## config.mk

```make
export PLATFORM = sky130hd
export DESIGN_NAME = fetch_ctrl_flat
export DESIGN_NICKNAME = d
export VERILOG_FILES = /design/src/rtl/fetch_pkg.sv /design/src/rtl/fetch_ctrl_if.sv /design/src/rtl/fetch_pc_reg.sv /design/src/rtl/fetch_ctrl.sv /design/src/flat_wrapper.sv
export SDC_FILE = /design/constraint.sdc
export NUM_CORES = 1
export LEC_CHECK = 0
export ABC_AREA = 0
export CAP_MARGIN = 0
export CORE_MARGIN = 3
export CORE_UTILIZATION = 45
export CTS_BUF_LIST = sky130_fd_sc_hd__clkbuf_4
export DETAILED_ROUTE_END_ITERATION = 10
export PLACE_DENSITY = 0.8
export SETUP_SLACK_MARGIN = 0.2
export SYNTH_ARGS = -nofsm -noshare
export SYNTH_HDL_FRONTEND = slang
export SYNTH_HIERARCHICAL = 1
export SYNTH_SLANG_ARGS = --single-unit
```

## constraint.sdc

```tcl
create_clock -name clk -period 3.8 [get_ports clk]
set_clock_uncertainty 0.15 [all_clocks]
set_input_delay 0.76 -clock clk [delete_from_list [all_inputs] [get_ports clk]]
set_output_delay 0.76 -clock clk [all_outputs]
set_load 0.01 [all_outputs]
```

## src/rtl/fetch_pkg.sv

```systemverilog
// Shared types and constants for the instruction fetch controller.
package fetch_pkg;

    typedef enum logic [1:0] {
        BOOT  = 2'd0,
        FETCH = 2'd1,
        HOLD  = 2'd2,
        DRAIN = 2'd3
    } fetch_state_t;

    localparam int PC_STEP = 4;

endpackage

```

## src/rtl/fetch_ctrl_if.sv

```systemverilog
// Instruction memory request/acknowledge bus between fetch_ctrl and imem.
interface fetch_ctrl_if #(
    parameter int N = 32
);
    logic         imem_req;
    logic [N-1:0] imem_addr;
    logic         imem_ack;
    logic [N-1:0] imem_rdata;

    modport master (
        output imem_req,
        output imem_addr,
        input  imem_ack,
        input  imem_rdata
    );

    modport slave (
        input  imem_req,
        input  imem_addr,
        output imem_ack,
        output imem_rdata
    );
endinterface

```

## src/rtl/fetch_pc_reg.sv

```systemverilog
// Program counter register: redirect load has priority over the sequential increment.
module fetch_pc_reg
    import fetch_pkg::*;
#(
    parameter int           N        = 32,
    parameter logic [N-1:0] RESET_PC = '0
) (
    input  logic         clk,
    input  logic         reset,
    input  logic         load,
    input  logic         inc,
    input  logic [N-1:0] load_value,
    output logic [N-1:0] pc
);

    logic [N-1:0] pc_reg;

    always_ff @(posedge clk or negedge reset) begin
        if (!reset) begin
            pc_reg <= RESET_PC;
        end else if (load) begin
            pc_reg <= load_value;
        end else if (inc) begin
            pc_reg <= pc_reg + N'(PC_STEP);
        end
    end

    assign pc = pc_reg;

endmodule

```

## src/rtl/fetch_ctrl.sv

```systemverilog
// Instruction fetch controller: BOOT/FETCH/HOLD/DRAIN sequencing, redirect and flush.
// Define FETCH_CTRL_PERF_EN to add saturating fetch/stall performance counters.
module fetch_ctrl
    import fetch_pkg::*;
#(
    parameter int           N        = 32,
    parameter logic [N-1:0] RESET_PC = '0
) (
    input  logic                clk,
    input  logic                reset,
    input  logic                stall,
    input  logic                flush,
    input  logic                jmp_req,
    input  logic [N-1:0]        jmp_target,
    fetch_ctrl_if.master        imem,
    output logic [N-1:0]        pc,
    output logic [N-1:0]        instr,
    output logic [N-1:0]        instr_pc,
    output logic                instr_valid,
    output logic                misalign
`ifdef FETCH_CTRL_PERF_EN
    ,
    output logic [31:0]         perf_fetch_cnt,
    output logic [31:0]         perf_stall_cnt
`endif
);

    fetch_state_t state_reg;
    logic [N-1:0] instr_reg;
    logic [N-1:0] instr_pc_reg;
    logic         instr_valid_reg;
    logic         imem_req_reg;
    logic         misalign_reg;

    logic         redirect;
    logic         deliver;
    logic [N-1:0] aligned_target;

    // A flush on the ack cycle drops the returned word, so the same pc is refetched.
    assign redirect       = jmp_req && (state_reg != BOOT);
    assign deliver        = (state_reg == FETCH) && imem.imem_ack && !jmp_req && !flush;
    assign aligned_target = {jmp_target[N-1:2], 2'b00};

    fetch_pc_reg #(
        .N        (N),
        .RESET_PC (RESET_PC)
    ) u_pc_reg (
        .clk        (clk),
        .reset      (reset),
        .load       (redirect),
        .inc        (deliver),
        .load_value (aligned_target),
        .pc         (pc)
    );

    always_ff @(posedge clk or negedge reset) begin
        if (!reset) begin
            state_reg       <= BOOT;
            instr_reg       <= '0;
            instr_pc_reg    <= '0;
            instr_valid_reg <= 1'b0;
            imem_req_reg    <= 1'b0;
            misalign_reg    <= 1'b0;
        end else begin
            misalign_reg <= redirect && (jmp_target[1:0] != 2'b00);
            case (state_reg)
                BOOT: begin
                    instr_valid_reg <= 1'b0;
                    state_reg       <= FETCH;
                    imem_req_reg    <= 1'b1;
                end
                FETCH: begin
                    if (jmp_req) begin
                        instr_valid_reg <= 1'b0;
                        // Without the ack the request is still in flight and must be drained.
                        if (!imem.imem_ack) begin
                            state_reg    <= DRAIN;
                            imem_req_reg <= 1'b0;
                        end
                    end else if (flush) begin
                        instr_valid_reg <= 1'b0;
                    end else if (imem.imem_ack) begin
                        instr_reg       <= imem.imem_rdata;
                        instr_pc_reg    <= pc;
                        instr_valid_reg <= 1'b1;
                        if (stall) begin
                            state_reg    <= HOLD;
                            imem_req_reg <= 1'b0;
                        end
                    end else if (!stall) begin
                        instr_valid_reg <= 1'b0;
                    end
                end
                HOLD: begin
                    if (jmp_req || flush || !stall) begin
                        instr_valid_reg <= 1'b0;
                        state_reg       <= FETCH;
                        imem_req_reg    <= 1'b1;
                    end
                end
                DRAIN: begin
                    instr_valid_reg <= 1'b0;
                    if (imem.imem_ack) begin
                        state_reg    <= FETCH;
                        imem_req_reg <= 1'b1;
                    end
                end
            endcase
        end
    end

    assign imem.imem_req  = imem_req_reg;
    assign imem.imem_addr = pc;
    assign instr          = instr_reg;
    assign instr_pc       = instr_pc_reg;
    assign instr_valid    = instr_valid_reg;
    assign misalign       = misalign_reg;

`ifdef FETCH_CTRL_PERF_EN
    logic [31:0] perf_fetch_cnt_reg;
    logic [31:0] perf_stall_cnt_reg;

    always_ff @(posedge clk or negedge reset) begin
        if (!reset) begin
            perf_fetch_cnt_reg <= '0;
            perf_stall_cnt_reg <= '0;
        end else begin
            if (deliver && !(&perf_fetch_cnt_reg)) begin
                perf_fetch_cnt_reg <= perf_fetch_cnt_reg + 32'd1;
            end
            if (((state_reg == HOLD) || (state_reg == DRAIN)) && !(&perf_stall_cnt_reg)) begin
                perf_stall_cnt_reg <= perf_stall_cnt_reg + 32'd1;
            end
        end
    end

    assign perf_fetch_cnt = perf_fetch_cnt_reg;
    assign perf_stall_cnt = perf_stall_cnt_reg;
`endif

endmodule

```

## src/flat_wrapper.sv

```systemverilog
// flat-port wrapper written by rule: the top's interface ports become plain ports
module fetch_ctrl_flat import fetch_pkg::*;
#(
    parameter int           N        = 32,
    parameter logic [N-1:0] RESET_PC = '0
)
  (clk, reset, stall, flush, jmp_req, jmp_target, pc, instr, instr_pc, instr_valid, misalign, imem_imem_req, imem_imem_addr, imem_imem_ack, imem_imem_rdata);
  fetch_ctrl_if #(.N(N)) imem_i ();
  input  logic clk;
  input  logic reset;
  input  logic stall;
  input  logic flush;
  input  logic jmp_req;
  input  logic [N-1:0] jmp_target;
  output logic [N-1:0] pc;
  output logic [N-1:0] instr;
  output logic [N-1:0] instr_pc;
  output logic instr_valid;
  output logic misalign;
  output wire logic [$bits(imem_i.imem_req)-1:0] imem_imem_req;
  output wire logic [$bits(imem_i.imem_addr)-1:0] imem_imem_addr;
  input wire logic [$bits(imem_i.imem_ack)-1:0] imem_imem_ack;
  input wire logic [$bits(imem_i.imem_rdata)-1:0] imem_imem_rdata;
  assign imem_imem_req = imem_i.imem_req;
  assign imem_imem_addr = imem_i.imem_addr;
  assign imem_i.imem_ack = imem_imem_ack;
  assign imem_i.imem_rdata = imem_imem_rdata;
  fetch_ctrl #(.N(N), .RESET_PC(RESET_PC)) u_core (.clk(clk), .reset(reset), .stall(stall), .flush(flush), .jmp_req(jmp_req), .jmp_target(jmp_target), .imem(imem_i), .pc(pc), .instr(instr), .instr_pc(instr_pc), .instr_valid(instr_valid), .misalign(misalign));
endmodule
```

# Word level (Yosys, flattened, before mapping)
# Index checks and enable logic that the tools add are counted.
# Widths: inputs -> output; s select.
# totals
register_bits,101
output_inout_bits,131
# classes
reduce_logical,18
bitwise_logic,2
n_eq_ne,10
mux,24
add_sub_neg,1
# ops
op,n
$mux 32,2
$add 32x3->32 const B,1
$mux 2,7
$mux 1,12
$ne 3x3->1 const B,4
$pmux 2 s4,1
$reduce_and 6->1,1
$reduce_bool 2->1,3
$logic_and 1x1->1,5
$ne 5x5->1 const B,1
$eq 2x2->1 const B,2
$pmux 1 s4,1
$reduce_and 4->1,1
$logic_not 1->1,3
$pmux 1 s3,1
$eq 2x1->1 const B,1
$logic_not 2->1,1
$logic_or 1x1->1,2
$ne 2x1->1 const B,1
$ne 2x2->1 const B,1
$not 1->1,2
$reduce_and 2->1,1
$reduce_or 2->1,1

# Logic depth before layout (Yosys ltp)
# Gate-level depths: netlist of run 1.
# logic_depth
depth_word,6
depth_mapped,12

# Hierarchy
# The synthesis of run 1 kept the hierarchy.
# by_module_without_submodules
module,area_each_um2,cells_per_inst,n_inst
fetch_ctrl,3094.2,197,1
fetch_pc_reg,1820.5,200,1

# Worst setup path after synthesis of run 1
# Ideal clock, no wire load.
# synth_timing
path_type,input-to-reg
startpoint,input port imem_imem_ack
endpoint,"register u_core.u_pc_reg.pc_reg[27], in the netlist u_core/u_pc_reg/pc[27]"
stages,11
required_time_ps,3568
n_path_buf,4
arrival_time_ps,2919
setup_ps,82
path_slack_ps,649
path_cell_list,and3b_1 -> nand2_1 -> buf_6 -> buf_6 -> inv_1 -> buf_6 -> nand4_2 -> buf_6 -> or4b_4 -> or4_1 -> a31oi_1
# synth_between
elab_chain_len,4
# synth_lines
element,line,source
start: declaration,flat_wrapper.sv:22,input wire logic [$bits(imem_i.imem_ack)-1:0] imem_imem_ack;
$logic_and 1x1->1 (3 in a row),fetch_ctrl.sv:41,assign deliver = (state_reg == FETCH) && imem.imem_ack && !jmp_req && !flush;
named net u_core.deliver,fetch_ctrl.sv:36,logic deliver;
$reduce_bool 2->1 (no line),n/a,
end signal: assignment,fetch_pc_reg.sv:22,pc_reg <= load_value;
end signal: assignment,fetch_pc_reg.sv:24,pc_reg <= pc_reg + N'(PC_STEP);
end: declaration,fetch_pc_reg.sv:16,logic [N-1:0] pc_reg;
# The timed path passes the listed nets, and every way through them passes these cells.
# A chain may end at the register's enable or synchronous reset.

# Final worst setup path of run 1
# layout_timing
startpoint,input port imem_imem_ack
endpoint,"register u_core.u_pc_reg.pc_reg[23], in the netlist u_core/u_pc_reg/pc[23]"
# Same word-level chain as after synthesis.

==> metrics.yaml, run 1 <==
ff_latch_area_um2: 2530
worstMarginPinSlew_ns: 1.14
rr_startpoint: "u_core/u_pc_reg/pc[2]"
setup_viol_count_final: 0
area_delta_synth_final_pct: 40.0
crit_type: "in2reg"
die_area_um2: 12200
hold_violations: 0
antenna_left: 0
cts_setup_buffers: 0
finalNonFillerCells: 705
grt_first_pass_wirelength_um: 21600
fin_crit_sh: 0.765
synthArstFlopShare: 1.00
finalSetupTns_ns: 0
cp_max_fo: 11
ys_seq_area_frac: 0.514
cts-htree-levels: 3
r2r-end: "u_core/u_pc_reg/pc[30]"
synth_most_common_cell: "dfrtp_1"
cts_tree: "yes"
worstSetupStartpoint: "imem_imem_ack"
rr_worst_depth: 5
place_congestion: 0.852
drtIter0Drc: 240
fin_nets: 635
synth_area_um2: 4910
drc: 0
die_w_um: 111
n_fill_cell: 821
fp-row-count: 37
rsz0062_at_grt: "false"
powerDensity_nw_per_um2: 455
slew_violations: 0
synth-main-ff-cell: "dfrtp_1"
relSlewSlack: 0.239
antenna_found_initial: 1
boundaryPins: 201
viasPerCell: 5.32
synthXorXnorAreaFrac: 0.0267
worstPathRequired_ns: 4.05
synth_area_leaders: "dfrtp_1 (51%), mux2_4 (15%), buf_4 (4.9%), mux2_2 (3.9%), nand2_1 (2.1%)"
coreArea_um2: 10500
initial_core_util: 0.470
cp-end-kind: "flip-flop"
grt_use_total: 0.220
grt-ovfl-total: 0
synth_cells: 397
synth_warnings: 6
wl_per_cell_um: 18.7
drive_gt1_frac: 0.162
critical_path.endpoint: "u_core/u_pc_reg/pc[23]"
synth_top_cell_by_area: "dfrtp_1"
yosys-mux-area-fraction: 0.191
clock_latency_ns: 0.47
die_y_um: 111
grt_max_degree: 89
cts_resized: 0
fmax_mhz: 344
outcome: "finished clean"
clockBufferDepth: 2
synth.top_cell.area_share: 0.514
dp.cells: 689
synth_fa_ha_area_frac: 0.00255
synth_top_family_by_area: "multiplexers"
synth_compound_area_frac: 0.0687
multi_input_area_um2: 2000
ctsHoldBuffers: 0
clockRootBuffer: "clkbuf_4"
cts_made_buffers: 9
ys_ff_latch: 101
worst_setup_path_start_kind: "primary input"
synth-edff-count: 0
reg2reg_slack_ns: 1.16
portBuffers: 200
clk_pin_slew_worst_paths_ns: 0.15
irDropWorstVdd_mv: 0.258
cap_violations: 0
dpl.hpwl_um: 9370
drt_wl_total_um: 13200
synth_commonest_cells: "dfrtp_1 (101), mux2_4 (49), buf_4 (32)"
vias: 3754
first_pass_iters: 4
period_minus_slack_ns: 2.91
arrival_ns: 3.16
synth_cell_types: 41
synth.avg_cell_area_um2: 12.4
synth_simple_gate_area_frac: 0.115
numClockSinks: 101
leakage_nw: 2.93
hp-class: "in2async"
grt_pass1_vias: 3931
[cell type report]
class,instances,area share
Timing Repair Buffer,206,0.297
Sequential cell,101,0.367
Clock buffer,12,0.0131
Multi-Input combinational cell,239,0.290
Antenna cell,1,0.000364
Clock inverter,3,0.00345
Tap cell,136,0.0247
Inverter,7,0.00382
[where the power goes]
| group | switching, mW | leakage [nW] | internal (mW) |
|---|---|---|---|
| registers | 0.181 | 1.20 | 1.30 |
| logic | 0.399 | 1.67 | 0.752 |
| clock network | 0.351 | 0.0596 | 0.155 |
| total | 0.931 | 2.93 | 2.20 |
[layout by cell type (no fill, tap or decap), types with 2 or more instances in the layout]
| cell | Yosys | routed |
|---|---|---|
| a31oi_1 | 13 | 13 |
| and4_1 | 6 | 6 |
| buf_4 | 32 | 7 |
| clkbuf_4 | 0 | 12 |
| clkdlybuf4s50_1 | 0 | 199 |
| clkinvlp_4 | 0 | 2 |
| conb_1 | 1 | 2 |
| dfrtp_1 | 101 | 101 |
| inv_1 | 6 | 6 |
| mux2_2 | 17 | 17 |
| mux2_4 | 49 | 49 |
| nand2_1 | 28 | 27 |
| nand3_1 | 10 | 10 |
| nand4_1 | 7 | 7 |
| nand4_2 | 2 | 2 |
| nor2_1 | 16 | 16 |
| nor2b_1 | 3 | 3 |
| nor3_1 | 5 | 5 |
| nor3b_1 | 2 | 2 |
| nor4_1 | 4 | 4 |
| o21a_1 | 2 | 2 |
| o21ai_0 | 18 | 18 |
| o31a_1 | 2 | 2 |
| o31ai_1 | 12 | 12 |
| or3_1 | 2 | 2 |
| or4_1 | 12 | 12 |
| xnor2_1 | 9 | 9 |
| xor2_1 | 6 | 6 |
[metal layers]
| layer | routed length (um) | global-route usage | vias up |
|---|---|---|---|
| met4 | 242 | 0.0632 | 0 |
| met2 | 6480 | 0.373 | 175 |
| met3 | 855 | 0.0690 | 18 |
| li1 | - | - | 1727 |
| met1 | 5580 | 0.272 | 1834 |
| met5 | 0 | 0 | - |
[cells by family after synthesis]
kind of cell             Yosys count
other                              1
XOR/XNOR                          15
AO/OA/AOI/OAI                     52
buffers and inverters             58
multiplexers                      67
flip-flops                       101
adder cells (fa/ha/maj)            1
AND/OR/NAND/NOR                  102
[metrics by stage]
step                hold slack [ns]  power [mW]  setup WS [ns]  utilization  instance area [um2]
floorplan                     0.314        1.99          0.649            -                 4920
global placement              0.336        2.62          0.547        0.647                 6770
detailed placement            0.340        2.65          0.406        0.647                 6770
CTS                           0.338        3.17          0.950        0.658                 6880
global route                  0.373        3.31          0.837        0.658                 6880
finish                        0.327        3.13          0.894        0.658                 6880
[critical path, cell delays in order]
cell	delay (ns)
clkdlybuf4s50_1	0.52
and3b_1	0.26
nand2_4	0.06
inv_1	0.09
nand4_2	0.14
or3_1	0.56
or4_1	0.59
a31oi_1	0.18
[worst min-delay path by stage]
stage,startpoint,end,slack (ns),cells after the start
2_1_floorplan,reset,u_core/imem.imem_req,0.31,0
3_3_place_gp,u_core/instr_pc[16],u_core/instr_pc[16],0.34,1
3_5_place_dp,u_core/instr[12],u_core/instr[12],0.34,1
4_1_cts,reset,u_core/instr[15],0.34,1
5_1_grt,reset,u_core/instr[10],0.37,1
6_report,reset,u_core/instr[8],0.33,1
Power figures use the tool's default switching activity.
==> inputs of run 2 (changes only) <==
Clock period 3.8 ns to 2.9 ns, I/O delays scaled along.
==> run 2 against run 1 <==
Count of clock-buffer cells in the layout fell by 3. Die area did not move. Combinational power rose by 31%. Non-clock buffer count rose by 8. Setup slack got worse by 0.54 ns.
==> metrics.yaml, run 2 (synthesized netlist as in run 1, its figures left out) <==
irDropWorstVdd_mv: 0.303
fin_crit_sh: 0.876
powerDensity_nw_per_um2: 595
rsz0062_at_grt: "false"
fin_ws_ns: 0.359
dr.max_layer_used: "met4"
wl_met3_um: 856
numClockSinks: 101
leakage_nw: 2.99
cts_made_buffers: 9
relSlewSlack: 0.242
grt_max_degree: 65
die_area_um2: 12200
clock_latency_ns: 0.44
hp-class: "reg2reg"
finalNonFillerCells: 714
wl_met2_um: 6040
cts_setup_buffers: 0
clk_pin_slew_worst_paths_ns: 0.14
fp-row-count: 37
area_delta_synth_final_pct: 42.5
cp-end-kind: "flip-flop"
first_pass_iters: 4
final_common_cell: "clkdlybuf4s50_1"
final_cell_mix: "clkdlybuf4s50_1 (199), dfrtp_1 (101), mux2_4 (49)"
clockBufferDepth: 2
cts-htree-levels: 3
period_minus_slack_ns: 2.54
clockRootBuffer: "clkbuf_4"
ctsHoldBuffers: 1
grt_use_total: 0.208
worst_setup_path_start_kind: "primary input"
dp_worst_setup_slack_ns: -0.107
grt_first_pass_wirelength_um: 20900
drtIter0Drc: 129
outcome: "finished clean"
fmax_mhz: 394
boundaryPins: 201
m1WireLength_um: 5570
cap_violations: 0
antenna_left: 0
drt_wl_total_um: 12600
worstPathRequired_ns: 3.10
grt_pass1_vias: 3878
dp.cells: 696
cp_max_fo: 10
viasPerCell: 5.22
worstMarginPinSlew_ns: 1.14
grt-ovfl-total: 0
die_w_um: 111
slew_violations: 0
portBuffers: 200
wl_per_cell_um: 17.7
antenna_found_initial: 1
dpl.hpwl_um: 9200
arrival_ns: 2.74
place_congestion: 0.808
drc: 0
die_y_um: 111
cts_tree: "yes"
n_fill_cell: 797
coreArea_um2: 10500
fin_nets: 643
cts_resized: 0
hold_violations: 0
drive_gt1_frac: 0.173
setup_viol_count_final: 0
vias: 3727
initial_core_util: 0.470
crit_type: "in2reg"
## run 2: changes by cell type in the layout (fill, tap and decap cells not counted), moves of 2 or more
cell        delta
clkinv_2       +2
clkbuf_4       -3
clkinv_1       +2
buf_12         +2
clkinvlp_4     -2
buf_4          +5
## run 2: through the flow
stage	instance area [um2]	hold slack, ns	TNS, ns	total power, mW	util
2_1_floorplan	4950	0.134	0	2.61	-
3_3_place_gp	6860	0.337	-0.0911	3.44	0.655
3_5_place_dp	6860	0.341	-0.432	3.49	0.655
4_1_cts	7000	0.374	0	4.21	0.669
5_1_grt	7000	0.394	0	4.38	0.669
6_report	7000	0.371	0	4.16	0.669
## run 2: critical path: stages
cell and delay, ns:
clkdlybuf4s50_1 0.47, and3b_1 0.22, nand2_4 0.07, inv_2 0.08, nand4_4 0.12, or3_1 0.48
or4_1 0.55, a31oi_1 0.18
## run 2: layout make-up
cell class | instances | area [um2] | share of cell area
clock inverters | 7 | 65.1 | 0.00929
multi-input cells | 239 | 2010 | 0.287
flip-flops and latches | 101 | 2530 | 0.361
diodes | 1 | 2.50 | 0.000357
well taps | 136 | 170 | 0.0243
inverters | 7 | 26.3 | 0.00375
repair buffers | 214 | 2130 | 0.304
clock buffers | 9 | 67.6 | 0.00965
## run 2: report_power, final
group          leakage (nW)  internal, mW  switching, mW
combinational          1.71         0.996          0.517
clock                0.0752         0.260          0.455
sequential             1.20          1.70          0.237
## run 2: final timing paths
| kind | startpoint | endpoint | slack [ns] | cells past startpoint |
|---|---|---|---|---|
| min | u_core/instr_pc[26] | u_core/instr_pc[26] | 0.37 | 1 |
| min in group asynchronous | reset | u_core/instr_pc[11] | 0.48 | 2 |
| max | imem_imem_ack | u_core/u_pc_reg/pc[31] | 0.36 | 8 |
| max reg2reg | u_core/state_reg[1] | u_core/u_pc_reg/pc[31] | 0.43 | 7 |
| min reg2reg | u_core/instr_pc[26] | u_core/instr_pc[26] | 0.37 | 1 |
| max in group asynchronous | reset | u_core/u_pc_reg/pc[30] | 1.39 | 3 |
## run 2: per-layer routing
layer  up-vias  global-route usage
met5         -                   0
met4         0              0.0608
met3        12              0.0521
met2       155               0.345
met1      1815               0.271
li1       1745                   -
